==> config.mk <==
export PLATFORM = sky130hd
export DESIGN_NAME = drop_scheduler
export DESIGN_NICKNAME = d
export VERILOG_FILES = /design/src/rtl/drop_scheduler.sv
export SDC_FILE = /design/constraint.sdc
export NUM_CORES = 1
export LEC_CHECK = 0
export ABC_AREA = 1
export BUFFER_PORTS_ARGS = -buffer_cell sky130_fd_sc_hd__buf_2
export CAP_MARGIN = 15
export CORE_ASPECT_RATIO = 0.75
export CORE_UTILIZATION = 43
export CTS_BUF_LIST = sky130_fd_sc_hd__clkbuf_2 sky130_fd_sc_hd__clkbuf_4 sky130_fd_sc_hd__clkbuf_8
export CTS_CLUSTER_DIAMETER = 150
export DETAILED_ROUTE_END_ITERATION = 6
export PLACE_DENSITY = 0.73
export SLEW_MARGIN = 20
export SYNTH_ARGS = -nofsm -noshare
export SYNTH_HDL_FRONTEND = slang
export SYNTH_SLANG_ARGS = --single-unit
export TNS_END_PERCENT = 10
==> constraint.sdc <==
create_clock -name clk -period 6.08 [get_ports clk]
set_clock_uncertainty 0.15 [all_clocks]
set_input_delay 0.608 -clock clk [delete_from_list [all_inputs] [get_ports clk]]
set_output_delay 0.608 -clock clk [all_outputs]
set_load 0.03 [all_outputs]
==> src/rtl/drop_scheduler.sv <==
// rtl/drop_scheduler.sv - four-slot falling-object scheduler with LFSR spawns, landing/catch scoring
module drop_scheduler #(
  parameter int STEP      = 4,
  parameter int FLOOR_Y   = 400,
  parameter int SPAWN_GAP = 32
) (
  input  logic        clk,
  input  logic        rst,
  input  logic        enable,
  input  logic        clear,
  input  logic        tick,
  input  logic [2:0]  farmer_x,
  output logic [11:0] obj_x,
  output logic [39:0] obj_y,
  output logic [3:0]  obj_active,
  output logic [5:0]  score_pos,
  output logic [5:0]  score_neg,
  output logic        catch_pulse
);

  localparam logic [9:0]  Y_OFF     = 10'd480;
  localparam logic [15:0] LFSR_SEED = 16'hACE1;

  logic [3:0]       act_q, act_d;
  logic [3:0][2:0]  x_q, x_d;
  logic [3:0][9:0]  y_q, y_d;
  logic [9:0]       cnt_q, cnt_d;
  logic [15:0]      lfsr_q, lfsr_d;
  logic [5:0]       sp_q, sp_d;
  logic [5:0]       sn_q, sn_d;
  logic             pulse_q, pulse_d;

  logic             valid;
  logic [10:0]      nxt_y;
  logic [1:0]       n_fruit;
  logic             n_bug;
  logic [1:0]       slot;
  logic [6:0]       sp_sum;
  logic [6:0]       sn_sum;

  assign valid = enable & tick;

  always_comb begin
    act_d   = act_q;
    x_d     = x_q;
    y_d     = y_q;
    cnt_d   = cnt_q;
    lfsr_d  = lfsr_q;
    sp_d    = sp_q;
    sn_d    = sn_q;
    pulse_d = 1'b0;
    nxt_y   = '0;
    n_fruit = '0;
    n_bug   = 1'b0;
    slot    = lfsr_q[4:3];
    sp_sum  = '0;
    sn_sum  = '0;
    if (valid) begin
      for (int i = 0; i < 4; i++) begin
        if (act_q[i]) begin
          nxt_y = {1'b0, y_q[i]} + 11'(STEP);
          if (nxt_y >= 11'(FLOOR_Y)) begin
            act_d[i] = 1'b0;
            y_d[i]   = Y_OFF;
            x_d[i]   = 3'd0;
            if (x_q[i] == farmer_x) begin
              if (i == 0) n_bug = 1'b1;
              else        n_fruit = n_fruit + 2'd1;
            end
          end else begin
            y_d[i] = nxt_y[9:0];
          end
        end
      end
      // Spawn looks only at pre-tick occupancy, so a slot landing now stays free this tick.
      if (cnt_q == 10'(SPAWN_GAP - 1)) begin
        cnt_d  = '0;
        lfsr_d = {lfsr_q[14:0], lfsr_q[15] ^ lfsr_q[13] ^ lfsr_q[12] ^ lfsr_q[10]};
        if (!act_q[slot]) begin
          act_d[slot] = 1'b1;
          x_d[slot]   = lfsr_q[2:0];
          y_d[slot]   = 10'd0;
        end
      end else begin
        cnt_d = cnt_q + 10'd1;
      end
      sp_sum  = {1'b0, sp_q} + {5'b0, n_fruit};
      sn_sum  = {1'b0, sn_q} + {6'b0, n_bug};
      sp_d    = sp_sum[6] ? 6'd63 : sp_sum[5:0];
      sn_d    = sn_sum[6] ? 6'd63 : sn_sum[5:0];
      pulse_d = n_bug | (n_fruit != 2'd0);
    end
  end

  always_ff @(posedge clk or posedge rst) begin
    if (rst) begin
      act_q   <= '0;
      x_q     <= '0;
      y_q     <= {4{Y_OFF}};
      cnt_q   <= '0;
      lfsr_q  <= LFSR_SEED;
      sp_q    <= '0;
      sn_q    <= '0;
      pulse_q <= 1'b0;
    end else if (clear) begin
      act_q   <= '0;
      x_q     <= '0;
      y_q     <= {4{Y_OFF}};
      cnt_q   <= '0;
      lfsr_q  <= LFSR_SEED;
      sp_q    <= '0;
      sn_q    <= '0;
      pulse_q <= 1'b0;
    end else begin
      act_q   <= act_d;
      x_q     <= x_d;
      y_q     <= y_d;
      cnt_q   <= cnt_d;
      lfsr_q  <= lfsr_d;
      sp_q    <= sp_d;
      sn_q    <= sn_d;
      pulse_q <= pulse_d;
    end
  end

  assign obj_active  = act_q;
  assign obj_x       = x_q;
  assign obj_y       = y_q;
  assign score_pos   = sp_q;
  assign score_neg   = sn_q;
  assign catch_pulse = pulse_q;

endmodule
After elaboration in Yosys (flattened, before gate mapping). Index checks and enable logic that the tools add are counted.

Bits in registers: 95. Output and inout port bits: 69.

Bitwise gates (word level): 8. Add/sub/neg operators: 10. Magnitude comparators: 6. Mux-type cells: 88. Equal/unequal tests: 5. Reductions and logical operators: 5.

Operator list (count): $mux W10 (16); $mux W40 (4); $mux W12 (4); $mux W16 (3); $add A10 B3 Y11 const B (4); $ge A11 B9 Y1 const B (4); $and A40 B40 Y40 (1); $not A40 Y40 (1); $mux W3 (13); $mux W6 (6); $mux W2 (13); $demux W10 S2 (1); $mux W1 (20); $mux W4 (4); $bwmux W12 (1); $eq A3 B3 Y1 (4); $add A10 B1 Y10 const B (1); $eq A10 B5 Y1 const B (1); $add A6 B1 Y7 (1); $add A6 B2 Y7 (1); $add A2 B1 Y2 const B (3); $demux W3 S2 (1); $reduce_bool A2 Y1 (3); $or A4 B4 Y4 (1); 9 further kinds (11).

Logic depth before layout (Yosys ltp).
Word-level depth: 21. Depth in mapped cells: 25. Mapped depth without buffers: 25.

Least setup slack after synthesis. No wires, ideal clock.

Kind: register -> register. Start: register y_q, in the netlist obj_y[12]. End: register sp_q[2], in the netlist score_pos[2]. Stages on the path, launching flop included: 21. Path slack: 2542 ps. Data arrival time: 3254 ps. Required time: 5796 ps. Cells stage by stage: dfrtp_1 > ha_1 > nand2_1 > inv_1 > nand2_1 > nand2_1 > o21ai_0 > nand2_1 > nand3_1 > inv_1 > ha_1 > nand3b_2 > nand2_1 > nand2_1 > nand2_1 > inv_1 > ha_1 > fa_1 > or2_2 > a21oi_1 > o21ai_0.

Word-level cells in the longest chain between the ends: 19.

Ends and longest elaborated chain: start: declaration (RTL line 26) `logic [3:0][9:0] y_q, y_d;`; start signal: assignment (RTL line 99) `y_q <= {4{Y_OFF}};`; start signal: assignment (RTL line 108) `y_q <= {4{Y_OFF}};`; start signal: assignment (RTL line 117) `y_q <= y_d;`; $add A10 B3 Y11 * (RTL line 61) `nxt_y = {1'b0, y_q[i]} + 11'(STEP);`; $ge A11 B9 Y1 * (RTL line 62) `if (nxt_y >= 11'(FLOOR_Y)) begin`; $mux W2 * (RTL line 62); $mux W2 * (RTL line 60) `if (act_q[i]) begin`; $mux W2 * (RTL line 58) `if (valid) begin`; $add A2 B1 Y2 (RTL line 68) `else n_fruit = n_fruit + 2'd1;`; $mux W2 (RTL line 66) `if (x_q[i] == farmer_x) begin`; $mux W2 (RTL line 62); [... 3 more ...]; $mux W2 (RTL line 66); $mux W2 (RTL line 62); $mux W2 * (RTL line 60); $mux W2 * (RTL line 58); $add A6 B2 Y7 * (RTL line 87) `sp_sum = {1'b0, sp_q} + {5'b0, n_fruit};`; $mux W6 * (RTL line 89) `sp_d = sp_sum[6] ? 6'd63 : sp_sum[5:0];`; $mux W6 * (RTL line 58); $mux W6 * (RTL line 105) `end else if (clear) begin`; end signal: assignment (RTL line 120) `sp_q <= sp_d;`; end: declaration (RTL line 29) `logic [5:0] sp_q, sp_d;`.

Mark *: on every way between the ends. The rest lies on a longest branch, timed or not. The select of a mux whose other input is x is not followed. A chain may end at the register's enable or synchronous reset.

Worst setup path in the final report.
Start: register y_q, in the netlist obj_y[13]. End: register sp_q[5], in the netlist score_pos[5].

The elaborated chain is that of the path after synthesis.

==> reports/qor.txt <==
Run status - finished, final reports clean
# setup viols final - 0
Final Hold Viols - 0
Mean post-synth cell area - 8.04 µm²
Row cnt - 35
HP Class - in2async
Htree depth - 3
Core ar. - 0.0123 mm²
Distinct cells, synth - 45
Clock buffer depth - 2
Synth area leader - dfrtp_1
Total power - 1.25 mW
Via density - 5.32
Worst-skew pair later-pin latency - 0.38 ns
Commonest non-fill, non-tap cell in the layout - nand2_1
Vias in the first global route - 4349
Root Driver - clkbuf_8
Final Net Count - 769
Clock sink total - 95
Worst Setup Start Kind - register
Synth Instances - 677
Minimum clock period - 3.84 ns
Largest net degree at the start of global routing - 73
Net Count, Synth - 700
Most frequent cells in the layout - nand2_1, inv_1, buf_2, dfrtp_1, o21ai_0
Drt pass-1 iters - 5
Die area - 0.0131 mm²
Pwr per Cell Area - 203 mW/mm²
Peak supply drop - 0.0000944 V
Worst-path fanout max - 7
Port Buf Inserts - 76
Req. time, crit path - 6.22 ns
Placed instance count - 901
CP top delay family - simple AND/OR/NAND/NOR gates
YS warnings - 0
Slew HR - 40.0%
DR vias - 4883
Max_cap viols - 0
Initial antenna violation count - 0
Top cell by count, worst path - nand2_1
Layout cells sized above 1 - 21.2%
# DRC - 0
Die W - 132 µm
Worst path buffer plus inverter count - 3
Crit-path slowest cell - nor4_1
Post-DP HPWL - 9600 µm
Gp weighted congestion - 0.832
CP Capture Type - register
Routed Antenna Nets - 0
Initial Util - 44.2%
Total CTS buffers - 9
Reg clk slew, reported paths - 0.09 ns
Pleak - 2.98 nW
First-pass GRT wire length - 22000 µm
Worst slew pin tran - 0.900 ns
Ys flop type - dfrtp_1
Post-CTS Setup Bufs - 0
GRT overflow - 0
FF+latch count, synth - 95
Drt wl/cell - 14.5 µm
RSZ-0062 raised after global routing - no
Synthesis-to-layout area growth - 13.6%
Maximum clock rate - 260 MHz
Mapped Area - 0.00544 mm²
Number of DRC markers in iteration 0 - 307
Fraction of registers with async set/reset - 100%
EDFF count, synth - 0
Crit-path max cell delay - 0.50 ns
I/O pin total - 77
GRT Overall Usage - 21.2%
Count of pins over their slew limit - 0
Finished Cell Area - 0.00618 mm²
WP data arrival - 3.98 ns
Final WL - 13300 µm
Die Height - 99.4 µm
Synth top area share - 32.6%
Setup TNS - 0 ns
CTS tree - built
Diode count - 0
Sequential share of the synthesized area - 44.2%
Area contributors post-synth - dfrtp_1, dfstp_2, nand2_1, inv_1, o21ai_0
Dpl cell area - 0.00597 mm²
Final core utilization - 50.3%
CP Class - reg2reg
Post-CTS Resized - 0
Final Cycle Share - 63.2%
CP Cell Sequence - ha_1 -> nand2_1 -> inv_1 -> nand2_1 -> nand2_1 -> o21ai_0 -> nand2_1 -> nand3_1 -> inv_1 -> ha_1 -> nand3b_2 -> nand3_2 -> nand2_1 -> inv_1 -> ha_1 -> fa_1 -> nand2_1 -> nor4_1 -> o21ai_0 -> o21ai_0
Cts hold-fix bufs - 0
Finished Layout Cells - 917
## cell families after synthesis
kind of cell    after synthesis  synth area share [%]
simple gates                273                  22.5
compound gates              161                  17.9
buf+inv                     108                  7.79
flops                        95                  44.2
xor+xnor                     25                  4.02
fa+ha+maj                    15                  3.59
## path summary, 6_finish.rpt
check | depth (start not counted) | to | slack [ns] | start
setup / recovery | 20 | score_pos[5] | 2.24 | obj_y[13]
hold / removal | 2 | lfsr_q[14] | 0.03 | rst
setup reg to reg | 20 | score_pos[5] | 2.24 | obj_y[13]
hold reg to reg | 2 | lfsr_q[10] | 0.33 | lfsr_q[9]
max in group asynchronous | 3 | obj_x[6] | 4.56 | rst
min in group clk | 2 | lfsr_q[10] | 0.33 | lfsr_q[9]
## cells in the mapped netlist (2+ instances only)
cell type  instances
o311ai_0           2
nand3_2            4
buf_2              4
o22ai_1           10
nand2_1          141
nor4_1             2
o21ai_1            2
o21ai_0           58
nand2_4            4
a21oi_1           36
clkbuf_1          16
a22oi_1            6
nand4_1            9
nor2_4             2
o211ai_1          20
xor2_1            15
nand2_2            7
dfstp_2           24
o2111ai_1          8
inv_1             80
nor2_1            53
nor3_1             5
xnor2_1           10
nor2_2             9
nand3_1           33
inv_2              5
a31o_2             2
ha_1              14
dfrtp_1           71
or2_2              2
a31oi_1            9
## worst reg2reg max path, stage by stage (launching register included)
cell      delay [ns]
dfrtp_1         0.46
ha_1            0.23
nand2_1         0.08
inv_1           0.07
nand2_1         0.08
nand2_1         0.04
o21ai_0         0.25
nand2_1         0.14
nand3_1         0.17
inv_1           0.07
ha_1            0.29
nand3b_2        0.25
nand3_2         0.13
nand2_1         0.05
inv_1           0.05
ha_1            0.17
fa_1            0.20
nand2_1         0.09
nor4_1          0.50
o21ai_0         0.19
o21ai_0         0.10
## per-stage QoR
stage               hold WS, ns  worst slack, ns
floorplan                 0.296             2.54
global placement          0.317             2.44
detailed placement        0.321             2.32
CTS                      0.0230             2.28
global route             0.0414             1.85
finish                   0.0278             2.24
## where the power goes
| group | switching [mW] | internal [mW] |
|---|---|---|
| sequential | 0.0124 | 0.649 |
| combinational | 0.0920 | 0.0324 |
| clock | 0.235 | 0.233 |
| total | 0.340 | 0.915 |
## area by class of cell
| type | count | area [µm²] |
|---|---|---|
| clock buffer | 9 | 124 |
| multi-input combinational | 474 | 2620 |
| sequential | 95 | 2410 |
| timing repair buffer | 80 | 410 |
| clock inverter | 7 | 95.1 |
| tap | 166 | 208 |
| fill | 1205 | 6120 |
| inverter | 86 | 325 |
## metal layers
metal  vias up  part of all wire (%)  global-route usage (%)
li1       2406                     -                       -
met1      2311                    50                    31.1
met2       154                    43                    31.6
met3        12                   6.2                    5.20
met4         0                  0.73                    4.38
met5         -                     0                       0
## state kept, by name (all words and copies together), names as in the netlist
name and flops:
catch_pulse 1, cnt_q 10, lfsr_q 16, obj_active 4
obj_x 12, obj_y 40, score_neg 6, score_pos 6
Power figures use the tool's default switching activity.
